===== src/rtl/cpu_pkg.sv =====
// rtl/cpu_pkg.sv - shared CPU constants and fetch-stage types
package cpu_pkg;

  localparam int          INSTR_W   = 32;
  localparam logic [31:0] NOP_INSTR = 32'h0000_0000;
  localparam logic [31:0] RESET_PC  = 32'h0000_0000;
  localparam logic [31:0] PC_INCR   = 32'd4;

  typedef enum logic [1:0] {
    PC_SEQ    = 2'd0,
    PC_HOLD   = 2'd1,
    PC_BRANCH = 2'd2,
    PC_JUMP   = 2'd3
  } pc_sel_e;

  typedef enum logic [1:0] {
    IFID_HOLD  = 2'd0,
    IFID_LOAD  = 2'd1,
    IFID_FLUSH = 2'd2
  } ifid_op_e;

  // J-type target keeps the region bits of the jump's own PC+4.
  function automatic logic [31:0] jump_target(input logic [31:0] pc4,
                                              input logic [25:0] index);
    return {pc4[31:28], index, 2'b00};
  endfunction

endpackage


===== src/rtl/fetch_unit_if.sv =====
// rtl/fetch_unit_if.sv - fetch stage control, ROM and IF/ID bundle
interface fetch_unit_if;

  logic                         stall;
  logic                         br_taken;
  logic [cpu_pkg::INSTR_W-1:0]  br_target;
  logic                         jmp_en;
  logic [25:0]                  jmp_index;
  logic [cpu_pkg::INSTR_W-1:0]  rom_data;
  logic [cpu_pkg::INSTR_W-1:0]  pc_addr;
  logic                         cs_rom;
  logic [cpu_pkg::INSTR_W-1:0]  ifid_instr;
  logic [cpu_pkg::INSTR_W-1:0]  ifid_pc4;
  logic                         ifid_valid;

  modport master (
    input  stall, br_taken, br_target, jmp_en, jmp_index, rom_data,
    output pc_addr, cs_rom, ifid_instr, ifid_pc4, ifid_valid
  );

  modport slave (
    output stall, br_taken, br_target, jmp_en, jmp_index, rom_data,
    input  pc_addr, cs_rom, ifid_instr, ifid_pc4, ifid_valid
  );

endinterface


===== src/rtl/ifid_reg.sv =====
// rtl/ifid_reg.sv - IF/ID pipeline register with load, hold and flush
module ifid_reg
  import cpu_pkg::*;
#(
  parameter int W = 32
) (
  input  logic         clk,
  input  logic         rst_n,
  input  ifid_op_e     op_i,
  input  logic [W-1:0] instr_i,
  input  logic [W-1:0] pc4_i,
  input  logic         valid_i,
  output logic [W-1:0] instr_o,
  output logic [W-1:0] pc4_o,
  output logic         valid_o
);

  logic [W-1:0] instr_q, instr_d;
  logic [W-1:0] pc4_q, pc4_d;
  logic         valid_q, valid_d;

  always_comb begin
    instr_d = instr_q;
    pc4_d   = pc4_q;
    valid_d = valid_q;
    unique case (op_i)
      IFID_LOAD: begin
        instr_d = instr_i;
        pc4_d   = pc4_i;
        valid_d = valid_i;
      end
      IFID_FLUSH: begin
        instr_d = W'(NOP_INSTR);
        pc4_d   = '0;
        valid_d = 1'b0;
      end
      default: ;
    endcase
  end

  always_ff @(posedge clk or negedge rst_n) begin
    if (!rst_n) begin
      instr_q <= W'(NOP_INSTR);
      pc4_q   <= '0;
      valid_q <= 1'b0;
    end else begin
      instr_q <= instr_d;
      pc4_q   <= pc4_d;
      valid_q <= valid_d;
    end
  end

  assign instr_o = instr_q;
  assign pc4_o   = pc4_q;
  assign valid_o = valid_q;

endmodule


===== src/rtl/fetch_unit.sv =====
// rtl/fetch_unit.sv - PC, next-PC select and ROM chip-select of the fetch stage
// Optional FETCH_PERF_CNT_EN adds fetch/stall/flush event counters.
module fetch_unit #(
  parameter int          INSTR_W   = cpu_pkg::INSTR_W,
  parameter logic [31:0] RESET_PC  = cpu_pkg::RESET_PC,
  parameter int          ROM_BYTES = 256
) (
  input  logic               clk,
  input  logic               rst_n,
  fetch_unit_if.master       bus
`ifdef FETCH_PERF_CNT_EN
  ,
  output logic [31:0]        perf_fetch_cnt,
  output logic [31:0]        perf_stall_cnt,
  output logic [31:0]        perf_flush_cnt
`endif
);

  import cpu_pkg::*;

  localparam logic [INSTR_W-1:0] ROM_LIMIT = INSTR_W'(ROM_BYTES);

  logic               run_q;
  logic [INSTR_W-1:0] pc_q, pc_d;
  logic [INSTR_W-1:0] pc4;
  logic [INSTR_W-1:0] jmp_tgt;
  logic               cs_rom;
  logic               redirect;
  pc_sel_e            pc_sel;
  ifid_op_e           ifid_op;
  logic [INSTR_W-1:0] load_instr;

  assign pc4      = pc_q + INSTR_W'(PC_INCR);
  assign jmp_tgt  = jump_target(bus.ifid_pc4, bus.jmp_index);
  assign redirect = bus.br_taken | bus.jmp_en;
  assign cs_rom   = run_q & (pc_q < ROM_LIMIT) & (pc_q[1:0] == 2'b00);

  // The first edge after reset release only arms run; nothing moves yet.
  always_comb begin
    pc_sel  = PC_HOLD;
    ifid_op = IFID_HOLD;
    if (run_q) begin
      if (bus.br_taken) begin
        pc_sel  = PC_BRANCH;
        ifid_op = IFID_FLUSH;
      end else if (bus.jmp_en) begin
        pc_sel  = PC_JUMP;
        ifid_op = IFID_FLUSH;
      end else if (bus.stall) begin
        pc_sel  = PC_HOLD;
        ifid_op = IFID_HOLD;
      end else begin
        pc_sel  = PC_SEQ;
        ifid_op = IFID_LOAD;
      end
    end
  end

  always_comb begin
    pc_d = pc_q;
    unique case (pc_sel)
      PC_SEQ:    pc_d = pc4;
      PC_BRANCH: pc_d = bus.br_target;
      PC_JUMP:   pc_d = jmp_tgt;
      default:   pc_d = pc_q;
    endcase
  end

  always_ff @(posedge clk or negedge rst_n) begin
    if (!rst_n) begin
      run_q <= 1'b0;
      pc_q  <= INSTR_W'(RESET_PC);
    end else begin
      run_q <= 1'b1;
      pc_q  <= pc_d;
    end
  end

  // Unselected ROM output is never trusted; a bubble carries a NOP.
  assign load_instr = cs_rom ? bus.rom_data : INSTR_W'(NOP_INSTR);

  ifid_reg #(
    .W (INSTR_W)
  ) u_ifid_reg (
    .clk     (clk),
    .rst_n   (rst_n),
    .op_i    (ifid_op),
    .instr_i (load_instr),
    .pc4_i   (pc4),
    .valid_i (cs_rom),
    .instr_o (bus.ifid_instr),
    .pc4_o   (bus.ifid_pc4),
    .valid_o (bus.ifid_valid)
  );

  assign bus.pc_addr = pc_q;
  assign bus.cs_rom  = cs_rom;

`ifdef FETCH_PERF_CNT_EN
  logic [31:0] fetch_cnt_q, stall_cnt_q, flush_cnt_q;

  always_ff @(posedge clk or negedge rst_n) begin
    if (!rst_n) begin
      fetch_cnt_q <= '0;
      stall_cnt_q <= '0;
      flush_cnt_q <= '0;
    end else begin
      if (ifid_op == IFID_LOAD && cs_rom) fetch_cnt_q <= fetch_cnt_q + 32'd1;
      if (run_q && bus.stall && !redirect) stall_cnt_q <= stall_cnt_q + 32'd1;
      if (ifid_op == IFID_FLUSH) flush_cnt_q <= flush_cnt_q + 32'd1;
    end
  end

  assign perf_fetch_cnt = fetch_cnt_q;
  assign perf_stall_cnt = stall_cnt_q;
  assign perf_flush_cnt = flush_cnt_q;
`endif

endmodule


===== src/flat_wrapper.sv =====
// flat-port wrapper written by rule: the top's interface ports become plain ports
module fetch_unit_flat import cpu_pkg::*;
#(
  parameter int          INSTR_W   = cpu_pkg::INSTR_W,
  parameter logic [31:0] RESET_PC  = cpu_pkg::RESET_PC,
  parameter int          ROM_BYTES = 256
)
  (clk, rst_n, bus_stall, bus_br_taken, bus_br_target, bus_jmp_en, bus_jmp_index, bus_rom_data, bus_pc_addr, bus_cs_rom, bus_ifid_instr, bus_ifid_pc4, bus_ifid_valid);
  fetch_unit_if bus_i ();
  input  logic clk;
  input  logic rst_n;
  input wire logic [$bits(bus_i.stall)-1:0] bus_stall;
  input wire logic [$bits(bus_i.br_taken)-1:0] bus_br_taken;
  input wire logic [$bits(bus_i.br_target)-1:0] bus_br_target;
  input wire logic [$bits(bus_i.jmp_en)-1:0] bus_jmp_en;
  input wire logic [$bits(bus_i.jmp_index)-1:0] bus_jmp_index;
  input wire logic [$bits(bus_i.rom_data)-1:0] bus_rom_data;
  output wire logic [$bits(bus_i.pc_addr)-1:0] bus_pc_addr;
  output wire logic [$bits(bus_i.cs_rom)-1:0] bus_cs_rom;
  output wire logic [$bits(bus_i.ifid_instr)-1:0] bus_ifid_instr;
  output wire logic [$bits(bus_i.ifid_pc4)-1:0] bus_ifid_pc4;
  output wire logic [$bits(bus_i.ifid_valid)-1:0] bus_ifid_valid;
  assign bus_i.stall = bus_stall;
  assign bus_i.br_taken = bus_br_taken;
  assign bus_i.br_target = bus_br_target;
  assign bus_i.jmp_en = bus_jmp_en;
  assign bus_i.jmp_index = bus_jmp_index;
  assign bus_i.rom_data = bus_rom_data;
  assign bus_pc_addr = bus_i.pc_addr;
  assign bus_cs_rom = bus_i.cs_rom;
  assign bus_ifid_instr = bus_i.ifid_instr;
  assign bus_ifid_pc4 = bus_i.ifid_pc4;
  assign bus_ifid_valid = bus_i.ifid_valid;
  fetch_unit #(.INSTR_W(INSTR_W), .RESET_PC(RESET_PC), .ROM_BYTES(ROM_BYTES)) u_core (.clk(clk), .rst_n(rst_n), .bus(bus_i));
endmodule

===== config.mk =====
export PLATFORM = sky130hd
export DESIGN_NAME = fetch_unit_flat
export DESIGN_NICKNAME = d
export VERILOG_FILES = /design/src/rtl/cpu_pkg.sv /design/src/rtl/fetch_unit_if.sv /design/src/rtl/ifid_reg.sv /design/src/rtl/fetch_unit.sv /design/src/flat_wrapper.sv
export SDC_FILE = /design/constraint.sdc
export NUM_CORES = 1
export LEC_CHECK = 0
export BUFFER_PORTS_ARGS = -buffer_cell sky130_fd_sc_hd__buf_2
export CORE_MARGIN = 1
export CORE_UTILIZATION = 45
export DETAILED_ROUTE_END_ITERATION = 10
export PLACE_DENSITY = 0.77
export SLEW_MARGIN = 20
export SYNTH_ARGS = -nofsm -noshare
export SYNTH_HDL_FRONTEND = slang
export SYNTH_SLANG_ARGS = --single-unit
export TNS_END_PERCENT = 10

===== constraint.sdc =====
create_clock -name clk -period 2.5 [get_ports clk]
set_clock_uncertainty 0.05 [all_clocks]
set_input_delay 0.5 -clock clk [delete_from_list [all_inputs] [get_ports clk]]
set_output_delay 0.5 -clock clk [all_outputs]
set_load 0.01 [all_outputs]

==> results.cfg <==
[run_status]
status = finished, final reports clean

[placement]
port_buffers = 192
post_dp_cell_area_sq_mm = 0.00641
place_ws_ns = 0.276
gp_congestion = 0.903
hpwl_mm = 12.1
placed_cells = 882

[route]
vias = 5166
first_pass_iters = 7
avgRoutedWirePerCell_microns = 18.0
wl_mm = 16.2
via_per_inst = 5.75
detail-route-antenna-nets = 0
drc = 0
drt_iter0_markers = 416

[layout]
drive_gt1_frac = 0.345
final_cell_mix = 191 x buf_2, 109 x nand2_1, 98 x dfrtp_1, 59 x o21ai_0, 30 x buf_4
n_fill_cell = 969
design_area_sq_mm = 0.00676
instances_no_fill = 898
final_common_cell = buf_2
layout.nets = 851
synthToLayoutAreaGrowth_pct = 31.0

[floorplan]
core_sq_mm = 0.0110
die_w_microns = 109
die-area_sq_mm = 0.0119
initial_core_util = 0.470
row_count = 38
die_h_microns = 109
ios = 193

[critical_path]
arrival_ns = 1.90
crit_type = reg2out
crit_start = u_core.bus.pc_addr[10]
cp_max_fo = 7
crit_required_ns = 1.95
reg2regPathDepth = 6
critPathCaptureType = output port
cp-start-kind = flip-flop
r2r-start = u_core.bus.pc_addr[8]

[sta]
drv_slew = 0
hold_viol = 0
setup_viol = 0
tightest_slew_ns = 0.757
clock.fmax_mhz = 408
max_slew_margin = 0.494
fin_crit_ns = 2.45
finalWorstSetupSlack_ns = 0.0511
tns_ns = 0
period_share = 0.980

[logic_synthesis]
synth_cells = 569
netlist_area_sq_mm = 0.00516
synth_edf_count = 0
yosysSeqAreaShare = 0.475
ys_types = 58
syn_avg_cell_area_sq_um = 9.07
synth_top_area_frac = 0.475
synth-seq-cells = 98
synth_largest_area_cell = dfrtp_1
synthArstFlopShare = 1.00
ys_warn_count = 0
synthFlopType = dfrtp_1
synth_nets = 666
synthTopCellsByArea = dfrtp_1 48%, nand2_1 7.9%, o21ai_0 5.8%, a22o_1 3.1%, xnor2_1 3.1%

[grt]
antenna_found_initial = 2
grt_max_degree = 56
grtUsageTotal = 0.277
grt_pass1_vias = 4822
grt_pass1_wl_mm = 24.9
overflow = 0

[cts]
cts_tree = built
h-tree-depth = 3
path_clk_slew_ns = 0.06
cts_root_buffer = clkbuf_16
numCtsBuffers = 9
clock_latency_ns = 0.35
cts_buffer_depth = 2
cts.sinks = 98

[power_and_ir_drop]
p_total_mw = 4.56
ir_worst_vdd_mv = 0.290
p_per_area_mw_per_mm2 = 675
power_leakage_nw = 3.20

[flow_run]
cap_violations = 0

[hold_path]
hold-path-cell-count = 2
hold_path_class = in2reg
min_from = bus_br_target[1]
[cell type report]
cell class	instances	area, sq um	share of cell area
timing repair buffer	226	1270	0.188
clock inverter	3	65.1	0.00963
inverter	10	37.5	0.00555
clock buffer	11	243	0.0359
tap	140	175	0.0259
multi-input combinational	409	2510	0.372
sequential	98	2450	0.363
antenna	1	2.50	0.000370
[repair_timing]
action,4_1_cts,5_1_grt
cloned,0,0
setup buffers,0,0
endpoints found under the hold margin,6,0
hold buffers,1,0
endpoints found under the setup margin,1,1
gates resized for setup,1,3
[power breakdown]
group	internal [mW]	switching, mW	leakage (nW)	total [mW]
sequential	1.77	0.239	1.26	2.01
clock	0.891	0.567	0.151	1.46
combinational	0.485	0.606	1.78	1.09
total	3.15	1.41	3.20	4.56
[final timing paths]
| kind | endpoint | slack (ns) |
|---|---|---|
| setup / recovery | bus_cs_rom | 0.05 |
| hold / removal | u_core.bus.pc_addr[1] | 0.34 |
| setup reg to reg | u_core.bus.pc_addr[29] | 0.16 |
| hold reg to reg | u_core.u_ifid_reg.pc4_o[15] | 0.43 |
| max in group asynchronous | u_core.u_ifid_reg.instr_o[10] | 1.24 |
| min in group asynchronous | u_core.u_ifid_reg.instr_o[24] | 0.53 |
[critical path: stages (launching register included)]
cell and delay, ns:
dfrtp_1 0.45, buf_4 0.19, nor4_4 0.32, nand4_1 0.24, nor2_2 0.20, buf_2 0.15
[routing by layer]
layer | vias up | wire length, microns | global-route usage
li1 | 2419 | - | -
met3 | 37 | 1370 | 0.0598
met5 | - | 13 | 0
met1 | 2457 | 6690 | 0.344
met2 | 251 | 7720 | 0.467
met4 | 2 | 418 | 0.114
[stage by stage]
step           hold slack [ns]  utilization
2_1_floorplan            0.154            -
3_3_place_gp             0.358        0.584
3_5_place_dp             0.361        0.584
4_1_cts                  0.329        0.613
5_1_grt                  0.333        0.615
6_report                 0.336        0.615
[logic make-up (layout without fill, tap and decap cells)]
family / after synthesis / after routing / share of synthesized area
adders and majority gates: 2 / 2 / 0.00485
buffers and inverters: 62 / 250 / 0.0487
xor gates and xnor gates: 27 / 27 / 0.0458
DFF: 98 / 98 / 0.475
muxes: 3 / 3 / 0.00606
AOI/OAI and AO/OA: 160 / 160 / 0.214
other: 1 / 2 / 0.000727
and+or+nand+nor: 216 / 216 / 0.205
[cell usage after synthesis, types with 8 or more instances]
master and n:
dfrtp_1 98, inv_1 9, nor4_1 10, xor2_1 9, o2bb2ai_1 8, a21oi_1 11
o31ai_1 18, nand2_1 109, a22o_1 18, nand3_1 16, a222oi_1 13, nor2_1 27
xnor2_1 18, o21ai_0 60, clkbuf_1 41, nor3_1 9
[sequential cells by signal (all words and copies together), names as in the netlist]
| signal | cells |
|---|---|
| u_core.u_ifid_reg.valid_o | 1 |
| u_core.run_q | 1 |
| u_core.u_ifid_reg.instr_o | 32 |
| u_core.bus.pc_addr | 32 |
| u_core.u_ifid_reg.pc4_o | 32 |
Note: power is estimated with default switching activity, not from simulation.
